## config.mk

```make
export PLATFORM = sky130hd
export DESIGN_NAME = prga_scanchain_programmer
export DESIGN_NICKNAME = d
export VERILOG_FILES = /design/src/rtl/prga_scanchain_programmer.sv
export SDC_FILE = /design/constraint.sdc
export NUM_CORES = 1
export LEC_CHECK = 0
export ABC_AREA = 1
export CAP_MARGIN = 20
export CORE_MARGIN = 2
export CORE_UTILIZATION = 44
export CTS_BUF_LIST = sky130_fd_sc_hd__clkbuf_4
export CTS_CLUSTER_SIZE = 10
export DETAILED_ROUTE_END_ITERATION = 10
export GPL_ROUTABILITY_DRIVEN = 0
export GPL_TIMING_DRIVEN = 0
export PLACE_DENSITY = 0.71
export SLEW_MARGIN = 20
export SYNTH_ARGS = -nofsm -noshare
export SYNTH_HDL_FRONTEND = slang
export SYNTH_SLANG_ARGS = --single-unit
```

## constraint.sdc

```tcl
create_clock -name prog_clk -period 5.02 [get_ports prog_clk]
set_input_delay 0.502 -clock prog_clk [delete_from_list [all_inputs] [get_ports prog_clk]]
set_output_delay 0.502 -clock prog_clk [all_outputs]
set_load 0.01 [all_outputs]
```

## src/rtl/prga_scanchain_programmer.sv

```systemverilog
// -----------------------------------------------------------------------------
// prga_scanchain_programmer
//
// Scan-chain programming engine for the PRGA fabric. Bitstream words arrive
// over a valid/ready handshake and are serialized MSB-first onto the fabric
// programming pins. A session is IDLE -> RESET (prog_rst held) -> LOAD
// (shifting) -> DONE. Only the top (CHAIN_LEN mod WORD_W) bits of a partial
// final word are shifted.
//
// Optional feature macro: PRGA_PROG_ECHO_CHECK_EN
//   When defined, prog_dout is sampled on every shifted bit during LOAD. The
//   chain was cleared by prog_rst, so any 1 seen there is an echo failure:
//   error is set (sticky) and the engine parks in ERROR until the next start.
//   When undefined, prog_dout is ignored and error stays 0.
//
// Parameters:
//   WORD_W     width of one bitstream word
//   CHAIN_LEN  scan-chain length in bits (>= 1)
//   RST_CYCLES cycles prog_rst is held after start (>= 1)
//
// Ports:
//   prog_clk    sole clock (also the fabric programming clock)
//   prog_rst_n  asynchronous active-low reset
//   start       single-cycle session request (honoured in IDLE/DONE/ERROR)
//   word_data   bitstream word, MSB shifted first
//   word_valid  word_data valid
//   word_ready  word taken on word_valid && word_ready
//   prog_rst    fabric programming reset
//   prog_we     chain shift enable
//   prog_din    chain serial data
//   prog_done   fabric programmed
//   prog_dout   chain tail data (echo check)
//   prog_we_o   chain tail write enable (reserved, unused)
//   busy        session in progress (RESET or LOAD)
//   error       sticky echo-check failure
//   bit_cnt     bits shifted into the chain this session
// -----------------------------------------------------------------------------
module prga_scanchain_programmer #(
   parameter int WORD_W     = 32,
   parameter int CHAIN_LEN  = 1024,
   parameter int RST_CYCLES = 4
) (
   input  logic                           prog_clk,
   input  logic                           prog_rst_n,
   input  logic                           start,
   input  logic [WORD_W-1:0]              word_data,
   input  logic                           word_valid,
   output logic                           word_ready,
   output logic                           prog_rst,
   output logic                           prog_we,
   output logic                           prog_din,
   output logic                           prog_done,
   input  logic                           prog_dout,
   input  logic                           prog_we_o,
   output logic                           busy,
   output logic                           error,
   output logic [$clog2(CHAIN_LEN+1)-1:0] bit_cnt
);

   localparam int CNT_W = $clog2(CHAIN_LEN + 1);
   localparam int SH_W  = $clog2(WORD_W + 1);
   localparam int RC_W  = (RST_CYCLES > 1) ? $clog2(RST_CYCLES) : 1;

   localparam logic [CNT_W-1:0] CHAIN_LEN_C = CNT_W'(CHAIN_LEN);
   localparam logic [RC_W-1:0]  RST_LAST_C  = RC_W'(RST_CYCLES - 1);
   localparam logic [SH_W-1:0]  WORD_W_C    = SH_W'(WORD_W);

   typedef enum logic [2:0] {
      ST_IDLE  = 3'd0,
      ST_RESET = 3'd1,
      ST_LOAD  = 3'd2,
`ifdef PRGA_PROG_ECHO_CHECK_EN
      ST_ERROR = 3'd4,
`endif
      ST_DONE  = 3'd3
   } state_t;

   state_t             state_r;
   logic [RC_W-1:0]    rst_cnt_r;
   logic [WORD_W-1:0]  shift_r;       // bits still to be driven, MSB next
   logic [SH_W-1:0]    bits_left_r;   // valid bits left in shift_r
   logic               prog_rst_r;
   logic               prog_we_r;
   logic               prog_din_r;
   logic               prog_done_r;
   logic               word_ready_r;
   logic               busy_r;
   logic               error_r;
   logic [CNT_W-1:0]   bit_cnt_r;

   logic [CNT_W-1:0]   cnt_inc_s;     // bit_cnt after counting the bit on the pins
   logic [CNT_W-1:0]   rem_s;         // bits not yet issued to pins or shift_r
   logic [SH_W-1:0]    load_bits_s;   // bits to take from the next word
   logic               last_bit_s;
   logic               accept_s;
   logic               restart_s;
   logic               unused_s;

   // Session bookkeeping derived from the current registered state.
   always_comb begin
      cnt_inc_s = bit_cnt_r + CNT_W'(prog_we_r);
      rem_s     = CHAIN_LEN_C - cnt_inc_s - CNT_W'(bits_left_r);
      if (32'(rem_s) >= 32'(WORD_W)) begin
         load_bits_s = WORD_W_C;
      end else begin
         load_bits_s = SH_W'(rem_s);
      end
      last_bit_s = prog_we_r && (cnt_inc_s == CHAIN_LEN_C);
      accept_s   = word_valid && word_ready_r && (state_r == ST_LOAD);
`ifdef PRGA_PROG_ECHO_CHECK_EN
      restart_s  = start && ((state_r == ST_IDLE) || (state_r == ST_DONE) ||
                             (state_r == ST_ERROR));
`else
      restart_s  = start && ((state_r == ST_IDLE) || (state_r == ST_DONE));
`endif
   end

   // The tail write enable is reserved; prog_dout is only read by the echo check.
   assign unused_s = ^{prog_we_o, prog_dout};

   // Programming FSM with registered pin outputs.
   always_ff @(posedge prog_clk or negedge prog_rst_n) begin
      if (!prog_rst_n) begin
         state_r      <= ST_IDLE;
         rst_cnt_r    <= RC_W'(0);
         shift_r      <= WORD_W'(0);
         bits_left_r  <= SH_W'(0);
         prog_rst_r   <= 1'b1;
         prog_we_r    <= 1'b0;
         prog_din_r   <= 1'b0;
         prog_done_r  <= 1'b0;
         word_ready_r <= 1'b0;
         busy_r       <= 1'b0;
         error_r      <= 1'b0;
         bit_cnt_r    <= CNT_W'(0);
      end else if (restart_s) begin
         state_r      <= ST_RESET;
         rst_cnt_r    <= RC_W'(0);
         shift_r      <= WORD_W'(0);
         bits_left_r  <= SH_W'(0);
         prog_rst_r   <= 1'b1;
         prog_we_r    <= 1'b0;
         prog_din_r   <= 1'b0;
         prog_done_r  <= 1'b0;
         word_ready_r <= 1'b0;
         busy_r       <= 1'b1;
         error_r      <= 1'b0;
         bit_cnt_r    <= CNT_W'(0);
      end else begin
         case (state_r)
            ST_IDLE: begin
               prog_rst_r <= 1'b1;
            end
            ST_RESET: begin
               if (rst_cnt_r == RST_LAST_C) begin
                  state_r      <= ST_LOAD;
                  prog_rst_r   <= 1'b0;
                  word_ready_r <= 1'b1;
               end else begin
                  rst_cnt_r <= rst_cnt_r + RC_W'(1);
               end
            end
            ST_LOAD: begin
               bit_cnt_r <= cnt_inc_s;
`ifdef PRGA_PROG_ECHO_CHECK_EN
               if (prog_we_r && prog_dout) begin
                  state_r      <= ST_ERROR;
                  prog_we_r    <= 1'b0;
                  word_ready_r <= 1'b0;
                  busy_r       <= 1'b0;
                  error_r      <= 1'b1;
               end else
`endif
               if (last_bit_s) begin
                  state_r      <= ST_DONE;
                  prog_we_r    <= 1'b0;
                  prog_done_r  <= 1'b1;
                  word_ready_r <= 1'b0;
                  busy_r       <= 1'b0;
               end else if (bits_left_r != SH_W'(0)) begin
                  prog_we_r    <= 1'b1;
                  prog_din_r   <= shift_r[WORD_W-1];
                  shift_r      <= shift_r << 1;
                  bits_left_r  <= bits_left_r - SH_W'(1);
                  // Ready goes up while the final bit of this word is on the pins.
                  word_ready_r <= (bits_left_r == SH_W'(1)) && (rem_s != CNT_W'(0));
               end else if (accept_s) begin
                  prog_we_r    <= 1'b1;
                  prog_din_r   <= word_data[WORD_W-1];
                  shift_r      <= word_data << 1;
                  bits_left_r  <= load_bits_s - SH_W'(1);
                  word_ready_r <= (load_bits_s == SH_W'(1)) &&
                                  (rem_s != CNT_W'(load_bits_s));
               end else begin
                  prog_we_r    <= 1'b0;
                  word_ready_r <= (rem_s != CNT_W'(0));
               end
            end
            ST_DONE: begin
               prog_done_r <= 1'b1;
               prog_rst_r  <= 1'b0;
            end
`ifdef PRGA_PROG_ECHO_CHECK_EN
            ST_ERROR: begin
               error_r    <= 1'b1;
               prog_rst_r <= 1'b0;
            end
`endif
            default: begin
               state_r      <= ST_IDLE;
               prog_rst_r   <= 1'b1;
               prog_we_r    <= 1'b0;
               prog_done_r  <= 1'b0;
               word_ready_r <= 1'b0;
               busy_r       <= 1'b0;
            end
         endcase
      end
   end

   assign word_ready = word_ready_r;
   assign prog_rst   = prog_rst_r;
   assign prog_we    = prog_we_r;
   assign prog_din   = prog_din_r;
   assign prog_done  = prog_done_r;
   assign busy       = busy_r;
   assign error      = error_r;
   assign bit_cnt    = bit_cnt_r;

endmodule

```

==> results.py, run 1 <==
metrics = {
    "synth": {
        "syn_area_per_cell_um2": 7.60,
        "ys_warn_count": 0,
        "synth_area_leaders": "dfrtp_1 37%, nand2_1 10%, inv_1 8.1%, ha_1 7.8%, o21ai_0 6.4%",
        "syn_area_mm2": 0.00383,
        "syn_nets": 567,
        "ys_types": 39,
        "yosys.area.top_type": "dfrtp_1",
        "synth_top_area_share_pct": 37.3,
        "synth.ff_latch_count": 58,
        "yosysSeqAreaShare_pct": 37.9,
        "synth_cells": 504,
    },
    "floorplanning": {
        "dieArea_mm2": 0.00946,
        "io_pins": 56,
        "die_h_um": 97.3,
        "initial_utilization_pct": 44.6,
        "core_mm2": 0.00859,
        "die_x_um": 97.3,
        "rows": 34,
    },
    "timing": {
        "fmax_mhz": 252,
        "finalSetupViolations": 0,
        "fin_crit_sh_pct": 79.1,
        "rsz0062_at_grt": "false",
        "drv_slew": 0,
        "hold_violations": 0,
        "layout_min_cycle_time_ns": 3.97,
        "fin_skew_ns": 0.0181,
        "setup_tns_ns": 0,
    },
    "final_layout": {
        "final_cell_mix": "106 x nand2_1, 83 x inv_1, 57 x dfrtp_1",
        "final_area_mm2": 0.00466,
        "fin_nets": 632,
        "syn2layout_area_growth_pct": 21.7,
        "final_layout_size_suffix_gt1_share_pct": 10.8,
        "final_common_cell": "nand2_1",
        "antenna_cells": 0,
    },
    "power_and_ir_drop": {
        "swShare_pct": 49.2,
        "pwr-share-comb_pct": 60.9,
        "p_switching_mw": 1.25,
        "p_int_mw": 1.29,
        "p_clk_share_pct": 13.7,
        "p_seq_share_pct": 25.4,
        "ir_worst_vdd_uv": 288,
        "p_leak_nw": 2.27,
        "cellPowerDensity_mw_per_mm2": 547,
    },
    "drt": {
        "dr_wl_met3_um": 366,
        "routed_via_density": 5.17,
        "ant_nets": 0,
        "dr.first_iter.drc_count": 205,
        "met1_length_um": 4170,
        "top_layer_used": "met4",
        "vias": 3523,
        "wl_per_cell_um": 13.2,
        "met2_wirelength_um": 4350,
        "drt_wl_total_um": 8970,
        "drc": 0,
        "dr.pass1.iters": 6,
    },
    "worst_setup_path": {
        "crit_top_cell": "nand2_1",
        "worstPathCellList": "ha_1 -> ha_1 -> xnor2_1 -> ha_1 -> inv_1 -> fa_1 -> o21ai_0 -> nand2_1 -> nand2_1 -> nand2_2 -> nand2_2 -> nand2_2 -> nand2_1 -> nand2_1 -> nand3b_1 -> nand2_2 -> nor2_4 -> nand2_1 -> ha_1 -> nand2_1 -> nand2_1 -> o21ai_1 -> nand2_1",
        "critPathTopFamily": "adder cells",
        "cp_slowest_stage_delay_ns": 0.47,
        "startpoint_type": "register",
        "required_ns": 5.31,
        "crit_arrival_ns": 4.26,
        "crit_cells": 23,
        "rr_worst_depth": 23,
        "worstSetupPathType": "register to register",
        "worst_path_max_delay_cell": "fa_1",
        "crit_buf_inv": 1,
        "crit_path_max_fanout": 7,
        "critical_path.endpoint_type": "register",
    },
    "clocking": {
        "cts_tree": "built",
        "clk_pin_slew_worst_paths_ns": 0.11,
        "cts_buffers": 9,
        "cts_setup_buffers": 0,
        "clock-sinks": 58,
        "cts.path.max_buffers": 2,
        "h-tree-depth": 3,
        "cts_root_buffer": "clkbuf_4",
        "clk_latency_ns": 0.40,
    },
    "placed_design": {
        "place_area_mm2": 0.00451,
        "hpwl_um": 6680,
        "port_buffers": 52,
    },
    "grt": {
        "grt_pass1_vias": 3529,
        "grt_max_degree": 55,
        "grt_antenna_before_repair": 0,
        "overflow": 0,
        "grt_pass1_wl_um": 16000,
        "grtUsageTotal_pct": 20.2,
    },
    "job": {
        "max-cap-violations": 0,
    },
    "outcome": {
        "outcome": "finished, final reports clean",
    },
    "min_path": {
        "hold_path.class": "primary input to asynchronous set/reset pin",
    },
}
==> layer usage <==
metal,global-route usage [%],up-vias
li1,-,1786
met2,34.8,75
met1,25.6,1651
met3,5.18,11
met4,4.81,0
met5,0,-
==> Yosys cell counts <==
library cell and count:
nor2_1 19, nand2_1 106, xor2_1 8, dfstp_2 1
inv_2 4, nand3b_1 1, dfrtp_1 57, nand2_4 1
o21ai_1 5, a31oi_1 2, a21oi_1 8, o211ai_1 2
clkinv_1 1, nand4_1 6, nor3b_1 2, nand3_1 29
inv_1 83, xnor2_1 1, or2_2 1, buf_2 6
nor2_2 4, o31ai_1 1, o22ai_1 38, ha_1 24
clkbuf_1 7, o21bai_1 1, conb_1 1, nor2_4 2
nor3_2 1, a311oi_1 1, nand2_2 12, nand3_4 1
buf_4 2, fa_1 1, nor3_1 6, o21bai_2 1
a32oi_1 1, o21ai_0 49, nand3_2 8
==> stage by stage <==
stage / total power, mW / cells / hold WS [ns] / setup slack (ns) / util (%)
floorplan: 1.81 / 504 / 0.206 / 1.49 / -
global placement: 2.15 / 664 / 0.462 / 1.15 / 52.2
detailed placement: 2.20 / 665 / 0.324 / 1.07 / 52.5
CTS: 2.56 / 682 / 0.416 / 1.06 / 54.2
global route: 2.83 / 682 / 0.414 / 0.624 / 54.2
finish: 2.55 / 682 / 0.440 / 1.05 / 54.2
==> area by class of cell <==
type | count | area (µm²)
clock inverters | 6 | 66.3
fillers | 842 | 3930
flip-flops and latches | 58 | 1450
clock buffers | 10 | 75.1
inverters | 88 | 330
plain buffers | 15 | 71.3
repair buffers | 54 | 556
well taps | 108 | 135
multi-input cells | 343 | 1970
==> state kept, by name, indices dropped and copies added (netlist names) <==
signal / flops
shift_r: 31
bit_cnt: 11
bits_left_r: 6
rst_cnt_r: 2
state_r: 2
busy: 1
prog_din: 1
prog_done: 1
prog_rst: 1
prog_we: 1
word_ready: 1
==> kinds of logic after synthesis <==
logic type,Yosys count,synth area share [%]
AOI/OAI and AO/OA,109,16.2
adders and majority gates,25,8.37
DFF,58,37.9
and+or+nand+nor,199,24.9
other,1,0.0979
buffers and inverters,103,10.5
xor gates and xnor gates,9,2.06
==> worst paths after layout <==
path / startpoint / to / slack (ns)
max: prog_we / bits_left_r[2] / 1.05
max reg2reg: prog_we / bits_left_r[2] / 1.05
min in group prog_clk: rst_cnt_r[1] / rst_cnt_r[1] / 0.49
min: prog_rst_n / bit_cnt[9] / 0.44
max in group asynchronous: prog_rst_n / prog_rst / 4.09
min reg2reg: rst_cnt_r[1] / rst_cnt_r[1] / 0.49
==> power groups by stage <==
stage	Combinational [mW]	Clock, mW	Sequential (mW)
5_1_grt	1.79	0.380	0.660
6_report	1.55	0.349	0.647
3_5_place_dp	1.54	0	0.656
3_3_place_gp	1.50	0	0.651
4_1_cts	1.55	0.357	0.647
2_1_floorplan	1.16	0	0.649
==> repair_timing <==
item | in CTS | in global routing
endpoints found under the hold margin | 4 | 0
hold buffers | 1 | 0
endpoints found under the setup margin | 0 | 0
gates resized for setup | 0 | 0
Note: power is estimated with default switching activity, not from simulation.
==> run 2: changes to the inputs <==
==> constraint.sdc (replaced) <==
create_clock -name prog_clk -period 3.9 [get_ports prog_clk]
set_input_delay 0.39 -clock prog_clk [delete_from_list [all_inputs] [get_ports prog_clk]]
set_output_delay 0.39 -clock prog_clk [all_outputs]
set_load 0.01 [all_outputs]
==> run 2 against run 1 <==
Register-to-register slack worse by 0.82 ns. Wire length grew 1.6%. Clock skew is essentially flat. Sequential power up 29%. Fmax rose by 8.3%. Critical path depth fell by 3. Die area unchanged. First-iteration DRC count fell by 5.4%. Design area increased by 2.5%. Setup slack lost 0.82 ns. Combinational power increased by 34%. Largest power group unchanged.
==> results.py, run 2 (synthesis results as in run 1) <==
metrics = {
    "outcome": {
        "outcome": "finished, final reports clean",
    },
    "final_layout": {
        "multi_input_area_mm2": 0.00207,
        "final_util_pct": 55.6,
        "syn2layout_area_growth_pct": 24.8,
        "regMostFlops": "shift_r",
        "antenna_cells": 0,
        "seq_area_mm2": 0.00146,
        "final_common_cell": "nand2_1",
        "nFillCells": 825,
        "final_cell_mix": "105 x nand2_1, 83 x inv_1, 54 x dfrtp_1",
        "instances_no_fill": 685,
        "fin_nets": 635,
        "final_layout_size_suffix_gt1_share_pct": 14.2,
        "largest_reg_flops": 31,
    },
    "worst_setup_path": {
        "rr_worst_depth": 20,
        "crit_arrival_ns": 3.95,
        "worstPathCellList": "ha_1 -> nand3_2 -> xor2_2 -> ha_1 -> ha_1 -> nand2_1 -> nor3_2 -> nor2_4 -> nor2_2 -> nand3_2 -> nand3_4 -> nand2_2 -> nand3_1 -> nand3_2 -> nor2_4 -> nand2_2 -> ha_2 -> nand2_1 -> nand3_1 -> o21ai_0",
        "crit_path_max_fanout": 7,
        "r2r_slack_ns": 0.23,
        "worst_path_max_delay_cell": "dfrtp_2",
        "startpoint_type": "register",
        "required_ns": 4.18,
        "critical_path.endpoint_type": "register",
        "cp_slowest_stage_delay_ns": 0.46,
        "worstSetupPathType": "register to register",
    },
    "timing": {
        "fmax_mhz": 273,
        "fin_skew_ns": 0.0183,
        "hold_ws_ns": 0.328,
        "worst_slack_ns": 0.233,
        "fin_crit_sh_pct": 94.0,
        "drv_slew": 0,
        "hold_violations": 0,
        "layout_min_cycle_time_ns": 3.67,
        "finalSetupViolations": 0,
    },
    "floorplanning": {
        "io_pins": 56,
        "rows": 34,
        "core_mm2": 0.00859,
        "die_x_um": 97.3,
        "initial_utilization_pct": 44.6,
        "dieArea_mm2": 0.00946,
        "die_h_um": 97.3,
    },
    "grt": {
        "overflow": 0,
        "grt_max_degree": 55,
        "grt_pass1_wl_um": 16000,
        "grt_pass1_vias": 3520,
        "grtUsageTotal_pct": 20.2,
        "grt_antenna_before_repair": 0,
    },
    "clocking": {
        "clk_pin_slew_worst_paths_ns": 0.11,
        "clk_latency_ns": 0.40,
        "cts_buffers": 9,
        "h-tree-depth": 3,
        "clock-sinks": 58,
        "cts_root_buffer": "clkbuf_4",
        "cts_tree": "built",
        "cts.path.max_buffers": 2,
    },
    "drt": {
        "dr.pass1.iters": 5,
        "dr.first_iter.drc_count": 194,
        "ant_nets": 0,
        "drt_wl_total_um": 9110,
        "routed_via_density": 5.22,
        "vias": 3574,
        "wl_per_cell_um": 13.3,
        "drc": 0,
    },
    "power_and_ir_drop": {
        "p_leak_nw": 2.28,
        "p_total_mw": 3.36,
        "ir_worst_vdd_uv": 374,
        "cellPowerDensity_mw_per_mm2": 703,
    },
    "job": {
        "max-cap-violations": 0,
    },
    "placed_design": {
        "port_buffers": 52,
        "place_inst": 665,
        "place_ws_ns": -0.0529,
        "hpwl_um": 6680,
    },
    "min_path": {
        "hold_path.class": "primary input to asynchronous set/reset pin",
    },
}
run 2: changes by cell type in the layout (fill, tap and decap cells not counted), sizes merged:
cell	before	now
buf	10	13
run 2: layout make-up:
class                      count  share of cell area (%)
tap                          108                    2.83
inverter                      88                    6.91
multi-input combinational    343                    43.2
clock buffer                  10                    1.57
timing repair buffer          57                    12.1
clock inverter                 6                    1.39
buffer                        15                    1.49
sequential                    58                    30.5
run 2: through the flow:
step | area, µm² | TNS, ns
detailed placement | 4510 | -0.0919
global route | 4780 | -0.111
floorplan | 3830 | 0
global placement | 4480 | 0
CTS | 4680 | 0
finish | 4780 | 0
run 2: routing by layer:
layer,track usage [%],wire [µm]
met5,0,0
met4,4.91,119
met3,5.18,438
met2,34.8,4470
met1,25.6,4080
run 2: path summary, 6_finish.rpt:
kind,start,endpoint
min in group prog_clk,rst_cnt_r[1],rst_cnt_r[1]
worst max-delay path,prog_we,bits_left_r[1]
worst min register to register,rst_cnt_r[1],rst_cnt_r[1]
worst max register to register,prog_we,bits_left_r[1]
worst min-delay path,prog_rst_n,bit_cnt[9]
max in group asynchronous,prog_rst_n,prog_rst
run 2: what timing repair did:
action / CTS / global route
hold buffers: 1 / 0
hold endpoints to repair: 4 / 0
gates resized for setup: 3 / 18
pin swaps: 0 / 6
cloned: 0 / 0
buffers inserted: 0 / 3
endpoints found under the setup margin: 3 / 7
run 2: critical path, delay by kind of cell, from the launching register on:
family / cells / cell delay (ns)
adder cells (fa/ha/maj): 4 / 1.22
AO/OA/AOI/OAI: 1 / 0.07
XOR/XNOR: 1 / 0.24
AND/OR/NAND/NOR: 14 / 1.57
flip-flops: 1 / 0.46
run 2: power by group:
part	internal, mW	leakage [nW]	switching [mW]
Clock	0.203	0.0690	0.246
Combinational	0.748	1.44	1.33
Sequential	0.754	0.771	0.0802
